`src/rtl/sync_fifo_param_if.sv`:
```
// sync_fifo_param_if: producer/consumer handshake bundle for sync_fifo_param.
// master = the client side driving requests, slave = the FIFO itself.
interface sync_fifo_param_if #(
   parameter int unsigned DATA_W = 8,
   parameter int unsigned DEPTH  = 16
);
   localparam int unsigned CNT_W = $clog2(DEPTH) + 1;

   logic [DATA_W-1:0] data_in;
   logic              write_en;
   logic              read_en;
   logic              flush;
   logic              err_clr;
   logic [DATA_W-1:0] data_out;
   logic              full;
   logic              empty;
   logic              almost_full;
   logic              almost_empty;
   logic [CNT_W-1:0]  count;
   logic              overflow;
   logic              underflow;

   modport master (
      output data_in, write_en, read_en, flush, err_clr,
      input  data_out, full, empty, almost_full, almost_empty, count,
             overflow, underflow
   );

   modport slave (
      input  data_in, write_en, read_en, flush, err_clr,
      output data_out, full, empty, almost_full, almost_empty, count,
             overflow, underflow
   );
endinterface

```
`src/rtl/sync_fifo_param.sv`:
```
// sync_fifo_param: single-clock parametrised FIFO with occupancy count,
// programmable almost-full/almost-empty flags, synchronous flush and
// sticky overflow/underflow bits.
// Build option: define SYNC_FIFO_FWFT_EN for first-word-fall-through read
// data; left undefined, data_out is a register loaded on each accepted read.
module sync_fifo_param #(
   parameter int unsigned DATA_W   = 8,
   parameter int unsigned DEPTH    = 16,
   parameter int unsigned AF_LEVEL = 14,
   parameter int unsigned AE_LEVEL = 2
) (
   input  logic               clk1,
   input  logic               reset,
   sync_fifo_param_if.slave   bus
);
   localparam int unsigned PTR_W = $clog2(DEPTH);
   localparam int unsigned CNT_W = PTR_W + 1;

   logic [DATA_W-1:0] mem [DEPTH];
   logic [PTR_W-1:0]  wr_ptr;
   logic [PTR_W-1:0]  rd_ptr;
   logic [CNT_W-1:0]  count_q;
   logic              full_c;
   logic              empty_c;
   logic              wr_acc;
   logic              rd_acc;
   logic              ovf_set;
   logic              udf_set;
   logic              ovf_q;
   logic              udf_q;

   // Status from the registered count and request acceptance; flush blocks both sides
   always_comb begin
      full_c  = (count_q == CNT_W'(DEPTH));
      empty_c = (count_q == '0);
      wr_acc  = bus.write_en && !full_c  && !bus.flush;
      rd_acc  = bus.read_en  && !empty_c && !bus.flush;
      ovf_set = bus.write_en && full_c   && !bus.flush;
      udf_set = bus.read_en  && empty_c  && !bus.flush;
   end

   // Pointers and occupancy; flush empties the FIFO without touching storage
   always_ff @(posedge clk1 or posedge reset) begin
      if (reset) begin
         wr_ptr  <= '0;
         rd_ptr  <= '0;
         count_q <= '0;
      end else if (bus.flush) begin
         wr_ptr  <= '0;
         rd_ptr  <= '0;
         count_q <= '0;
      end else begin
         if (wr_acc) wr_ptr <= wr_ptr + PTR_W'(1);
         if (rd_acc) rd_ptr <= rd_ptr + PTR_W'(1);
         count_q <= count_q + CNT_W'(wr_acc) - CNT_W'(rd_acc);
      end
   end

   // Storage array; contents need no reset since the pointers gate visibility
   always_ff @(posedge clk1) begin
      if (wr_acc) mem[wr_ptr] <= bus.data_in;
   end

   // Sticky error bits; a new error in the clear cycle keeps the bit set
   always_ff @(posedge clk1 or posedge reset) begin
      if (reset) begin
         ovf_q <= 1'b0;
         udf_q <= 1'b0;
      end else begin
         if (ovf_set)          ovf_q <= 1'b1;
         else if (bus.err_clr) ovf_q <= 1'b0;
         if (udf_set)          udf_q <= 1'b1;
         else if (bus.err_clr) udf_q <= 1'b0;
      end
   end

`ifdef SYNC_FIFO_FWFT_EN
   // Head word shown directly; read_en pops it
   assign bus.data_out = empty_c ? '0 : mem[rd_ptr];
`else
   logic [DATA_W-1:0] data_q;

   // Registered read data, updated only on an accepted read
   always_ff @(posedge clk1 or posedge reset) begin
      if (reset)       data_q <= '0;
      else if (rd_acc) data_q <= mem[rd_ptr];
   end

   assign bus.data_out = data_q;
`endif

   assign bus.full         = full_c;
   assign bus.empty        = empty_c;
   assign bus.almost_full  = (count_q >= CNT_W'(AF_LEVEL));
   assign bus.almost_empty = (count_q <= CNT_W'(AE_LEVEL));
   assign bus.count        = count_q;
   assign bus.overflow     = ovf_q;
   assign bus.underflow    = udf_q;
endmodule

```
`src/flat_wrapper.sv`:
```
// flat-port wrapper written by rule: the top's interface ports become plain ports
module sync_fifo_param_flat 
#(
   parameter int unsigned DATA_W   = 8,
   parameter int unsigned DEPTH    = 16,
   parameter int unsigned AF_LEVEL = 14,
   parameter int unsigned AE_LEVEL = 2
)
  (clk1, reset, bus_data_in, bus_write_en, bus_read_en, bus_flush, bus_err_clr, bus_data_out, bus_full, bus_empty, bus_almost_full, bus_almost_empty, bus_count, bus_overflow, bus_underflow);
  sync_fifo_param_if #(.DATA_W(DATA_W), .DEPTH(DEPTH)) bus_i ();
  input  logic clk1;
  input  logic reset;
  input wire logic [$bits(bus_i.data_in)-1:0] bus_data_in;
  input wire logic [$bits(bus_i.write_en)-1:0] bus_write_en;
  input wire logic [$bits(bus_i.read_en)-1:0] bus_read_en;
  input wire logic [$bits(bus_i.flush)-1:0] bus_flush;
  input wire logic [$bits(bus_i.err_clr)-1:0] bus_err_clr;
  output wire logic [$bits(bus_i.data_out)-1:0] bus_data_out;
  output wire logic [$bits(bus_i.full)-1:0] bus_full;
  output wire logic [$bits(bus_i.empty)-1:0] bus_empty;
  output wire logic [$bits(bus_i.almost_full)-1:0] bus_almost_full;
  output wire logic [$bits(bus_i.almost_empty)-1:0] bus_almost_empty;
  output wire logic [$bits(bus_i.count)-1:0] bus_count;
  output wire logic [$bits(bus_i.overflow)-1:0] bus_overflow;
  output wire logic [$bits(bus_i.underflow)-1:0] bus_underflow;
  assign bus_i.data_in = bus_data_in;
  assign bus_i.write_en = bus_write_en;
  assign bus_i.read_en = bus_read_en;
  assign bus_i.flush = bus_flush;
  assign bus_i.err_clr = bus_err_clr;
  assign bus_data_out = bus_i.data_out;
  assign bus_full = bus_i.full;
  assign bus_empty = bus_i.empty;
  assign bus_almost_full = bus_i.almost_full;
  assign bus_almost_empty = bus_i.almost_empty;
  assign bus_count = bus_i.count;
  assign bus_overflow = bus_i.overflow;
  assign bus_underflow = bus_i.underflow;
  sync_fifo_param #(.DATA_W(DATA_W), .DEPTH(DEPTH), .AF_LEVEL(AF_LEVEL), .AE_LEVEL(AE_LEVEL)) u_core (.clk1(clk1), .reset(reset), .bus(bus_i));
endmodule
```
`config.mk`:
```
export PLATFORM = sky130hd
export DESIGN_NAME = sync_fifo_param_flat
export DESIGN_NICKNAME = d
export VERILOG_FILES = /design/src/rtl/sync_fifo_param_if.sv /design/src/rtl/sync_fifo_param.sv /design/src/flat_wrapper.sv
export SDC_FILE = /design/constraint.sdc
export NUM_CORES = 1
export LEC_CHECK = 0
export ABC_AREA = 1
export CAP_MARGIN = 40
export CORE_UTILIZATION = 40
export CTS_CLUSTER_DIAMETER = 50
export DETAILED_ROUTE_END_ITERATION = 8
export GPL_TIMING_DRIVEN = 0
export PLACE_DENSITY = 0.6
export SYNTH_ARGS = -nofsm -noshare
export SYNTH_HDL_FRONTEND = slang
export SYNTH_SLANG_ARGS = --single-unit
```
`constraint.sdc`:
```
create_clock -name clk1 -period 3.3 [get_ports clk1]
set_clock_uncertainty 0.1 [all_clocks]
set_input_delay 0.33 -clock clk1 [delete_from_list [all_inputs] [get_ports clk1]]
set_output_delay 0.33 -clock clk1 [all_outputs]
set_load 0.02 [all_outputs]
```
==> key figures <==
Power and ir drop
  • Power per cell area: 731 nW/um^2
  • Peak supply drop: 0.438 mV
  • Switching power share of the total: around 33%
  • Reg power frac: 38.3%
  • Lkg Pwr: between 3 and 4 nW
  • Share of total power in the clock network: between 30% and 40%
  • Comb power frac: 29.0%
  • Psw: 0.00195 W
  • Int Power: roughly 0.0040 W

Synthesis
  • Post-synthesis adder-cell area fraction: 3.03%
  • Top post-synthesis cells by area: edfxtp_1 56%, nand2_1 12%, dfrtp_1 8.4%
  • Largest family of logic cells by synthesized area: simple AND/OR/NAND/NOR gates
  • Synth Cell Area: 6850 sq um
  • Mapped Nets: 716
  • Syn_area_per_cell: 9.99 sq um
  • Asr flop ratio synth: around 15%
  • Top cells by count, synth: 218 x nand2_1, 128 x edfxtp_1, 113 x inv_1, 103 x nand3_1, 23 x dfrtp_1
  • Ys flop type: edfxtp_1
  • Post-synthesis cell count: 686
  • Flops & latches, synth: around 150
  • Xor/xnor cell area share of the yosys netlist: less than 1%
  • Synth Area in Simple Gates: around a fifth
  • Yosys Warn Count: 0
  • Count leader, synth: nand2_1
  • Mux contribution to synthesized area: 0%
  • Number of enable flip-flop cells after synthesis: between 100 and 150
  • Synth top area share: between 50 and 60%
  • Netlist cell types: 21
  • Seq/Total Area, Yosys: roughly 65%
  • Synth area leader: edfxtp_1
  • Post-synthesis compound-gate area fraction: under 10%

Hold path
  • Worst Hold Class: in -> async

Route
  • Routed wire per std cell: about 17 microns
  • 1st-pass router iterations: 5
  • DRC Markers: 0
  • Drt total wl: ~16 mm
  • Vias/cell: about 4.9
  • Vias: ~4,700
  • Initial drt markers: around 310
  • DRT antenna net count: 0

Floorplan
  • Die X: around 130 microns
  • I/O pin total: 33
  • CORE AREA: between 15,000 and 20,000 sq um
  • Site row count: 47
  • Initial Util: between 40% and 50%
  • Die area: between 15,000 and 20,000 sq um
  • Chip height: about 130 microns

Clock tree
  • Clock Latency Late Sink: around 0.42 ns
  • Clock sinks: approximately 150
  • CTS tree: yes
  • CTS Hold Buffers Added: 0
  • Clock Path Buffers: 2
  • CTS Buf Count: 17
  • CTS clock-pin slew for the worst setup and hold paths: ~0.060 ns
  • CTS root buffer: clkbuf_16
  • H-tree depth: 4

Layout
  • Layout cells sized above 1: 9.69%
  • Fin cells: 973
  • ANT cells: 0
  • Syn-to-layout area delta: 18.1%
  • FILL cells: ~1,500
  • Final net count: between 700 and 800

STA
  • Post-layout minimum cycle time: 3.08 ns
  • Final hold vios: 0
  • Final worst-path cycle share: about 93%
  • Slew margin rel.: 44.5%
  • Final Max Tran Viols: 0
  • Number of setup violations in the final report: 0
  • Unrepaired setup endpoints after global routing: no
  • Max Clock Freq: roughly 320 MHz
  • Worst slew pin tran: 0.830 ns
  • Setup TNS: 0 ns
  • Setup ws final: between 0.2 and 0.25 ns

Critical path
  • Crit. End Element: flip-flop
  • Crit path kind: reg -> reg
  • Arrival @ worst endpoint: 3.29 ns
  • Startpoint Class: flip-flop
  • Crit-path max FO: 10
  • Crit path from: u_core.bus.count[2]$_DFF_PP0_
  • Worst r2r src: u_core.bus.count[2]$_DFF_PP0_
  • Crit path required time: between 3 and 4 ns

Placement
  • Number of buffers added on ports: 32
  • Gpl congestion: 0.831
  • Inst Count DP: about 940
  • Final HPWL DP: 11.2 mm
  • Pre-CTS WS: approximately 0.15 ns

Global routing
  • Initial antenna violation count: 0
  • Largest net degree at the start of global routing: 20
  • First-pass GRT wire length: roughly 25 mm
  • Number of global-route vias before repair: 4,648
  • GRT Total Usage: between 10% and 20%
  • GRT overflow: 0

Flow run
  • Max Cap Viol: 0

Outcome
  • Status: completed
==> cell usage in the layout, fill, tap and decap left out, drive strengths merged <==
cell type and instances:
clkinv 3, edfxtp 128, bufinv 2, clkdlybuf4s50 32, nor2 21, clkbuf 21
nand2 219, o31ai 1, inv 130, o21ai 12, nand4 2, buf 26
nand3 103, fa 1, dfrtp 23, a21oi 6, xor2 1, clkinvlp 5
ha 15, nor3 2
==> per-stage QoR <==
stage,utilization [%],area [sq um],power (W),hold WS [ns]
finish,48.6,8090,0.00592,0.0445
global route,48.6,8090,0.00623,0.0526
CTS,48.5,8070,0.00591,0.0483
detailed placement,44.9,7470,0.00398,0.371
global placement,44.7,7450,0.00394,0.372
floorplan,-,6850,0.00336,0.232
==> area by class of cell <==
type                       count  area (sq um)  share of cell area (%)
clock inverter                15           170                    2.10
tap                          220           275                    3.40
sequential                   151          4420                    54.6
inverter                     125           469                    5.80
clock buffer                  17           425                    5.26
buffer                        27           201                    2.49
timing repair buffer          35           363                    4.48
multi-input combinational    383          1770                    21.8
==> cell families after synthesis <==
group / Yosys count
compound gates: 19
fa+ha+maj: 16
flops: 151
simple gates: 347
buf+inv: 152
xor+xnor: 1
==> power groups by stage <==
stage	clock (W)	combinational (W)	sequential, W
after floorplan	0	0.000978	0.00238
after global placement	0	0.00164	0.00230
after detailed placement	0	0.00168	0.00231
after CTS	0.00196	0.00168	0.00227
after global routing	0.00205	0.00190	0.00228
final	0.00194	0.00172	0.00226
==> layer usage <==
| layer | global-route usage [%] | wire [microns] |
|---|---|---|
| met2 | 32.0 | 7770 |
| met3 | 3.98 | 839 |
| met1 | 25.8 | 7240 |
| met4 | 8.05 | 438 |
| met5 | 0 | 0 |
==> worst max-delay path: stages (launching register included) <==
cell     delay, ns
dfrtp_1       0.42
inv_1         0.13
ha_1          0.21
nand4_1       0.16
nand2_2       0.15
inv_2         0.07
nand2_4       0.11
inv_2         0.05
buf_6         0.13
ha_1          0.27
inv_1         0.06
ha_1          0.16
inv_1         0.06
fa_1          0.42
o31ai_2       0.24
xor2_1        0.17
nor2_1        0.05
==> repair_timing <==
action                                  4_1_cts  5_1_grt
endpoints found under the hold margin         0        0
buffers inserted                              0        2
endpoints found under the setup margin        0        1
gates resized for setup                       0        2
==> registers in the layout, indices dropped and copies added, names as in the netlist <==
signal,count
u_core.mem,128
u_core.bus.data_out,8
u_core.bus.count,5
u_core.rd_ptr,4
u_core.wr_ptr,4
u_core.bus.overflow,1
u_core.bus.underflow,1
==> path summary, 6_finish.rpt <==
kind | end | slack [ns] | cells past startpoint
max | u_core.bus.count[4]$_DFF_PP0_ | 0.22 | 16
min in group clk1 | u_core.bus.data_out[7]$_DFFE_PP0P_ | 0.39 | 2
min | u_core.bus.data_out[7]$_DFFE_PP0P_ | 0.04 | 2
max in group asynchronous | u_core.bus.data_out[5]$_DFFE_PP0P_ | 2.68 | 3
min reg2reg | u_core.bus.data_out[7]$_DFFE_PP0P_ | 0.39 | 2
max reg2reg | u_core.bus.count[4]$_DFF_PP0_ | 0.22 | 16
Note: power is estimated with default switching activity, not from simulation.
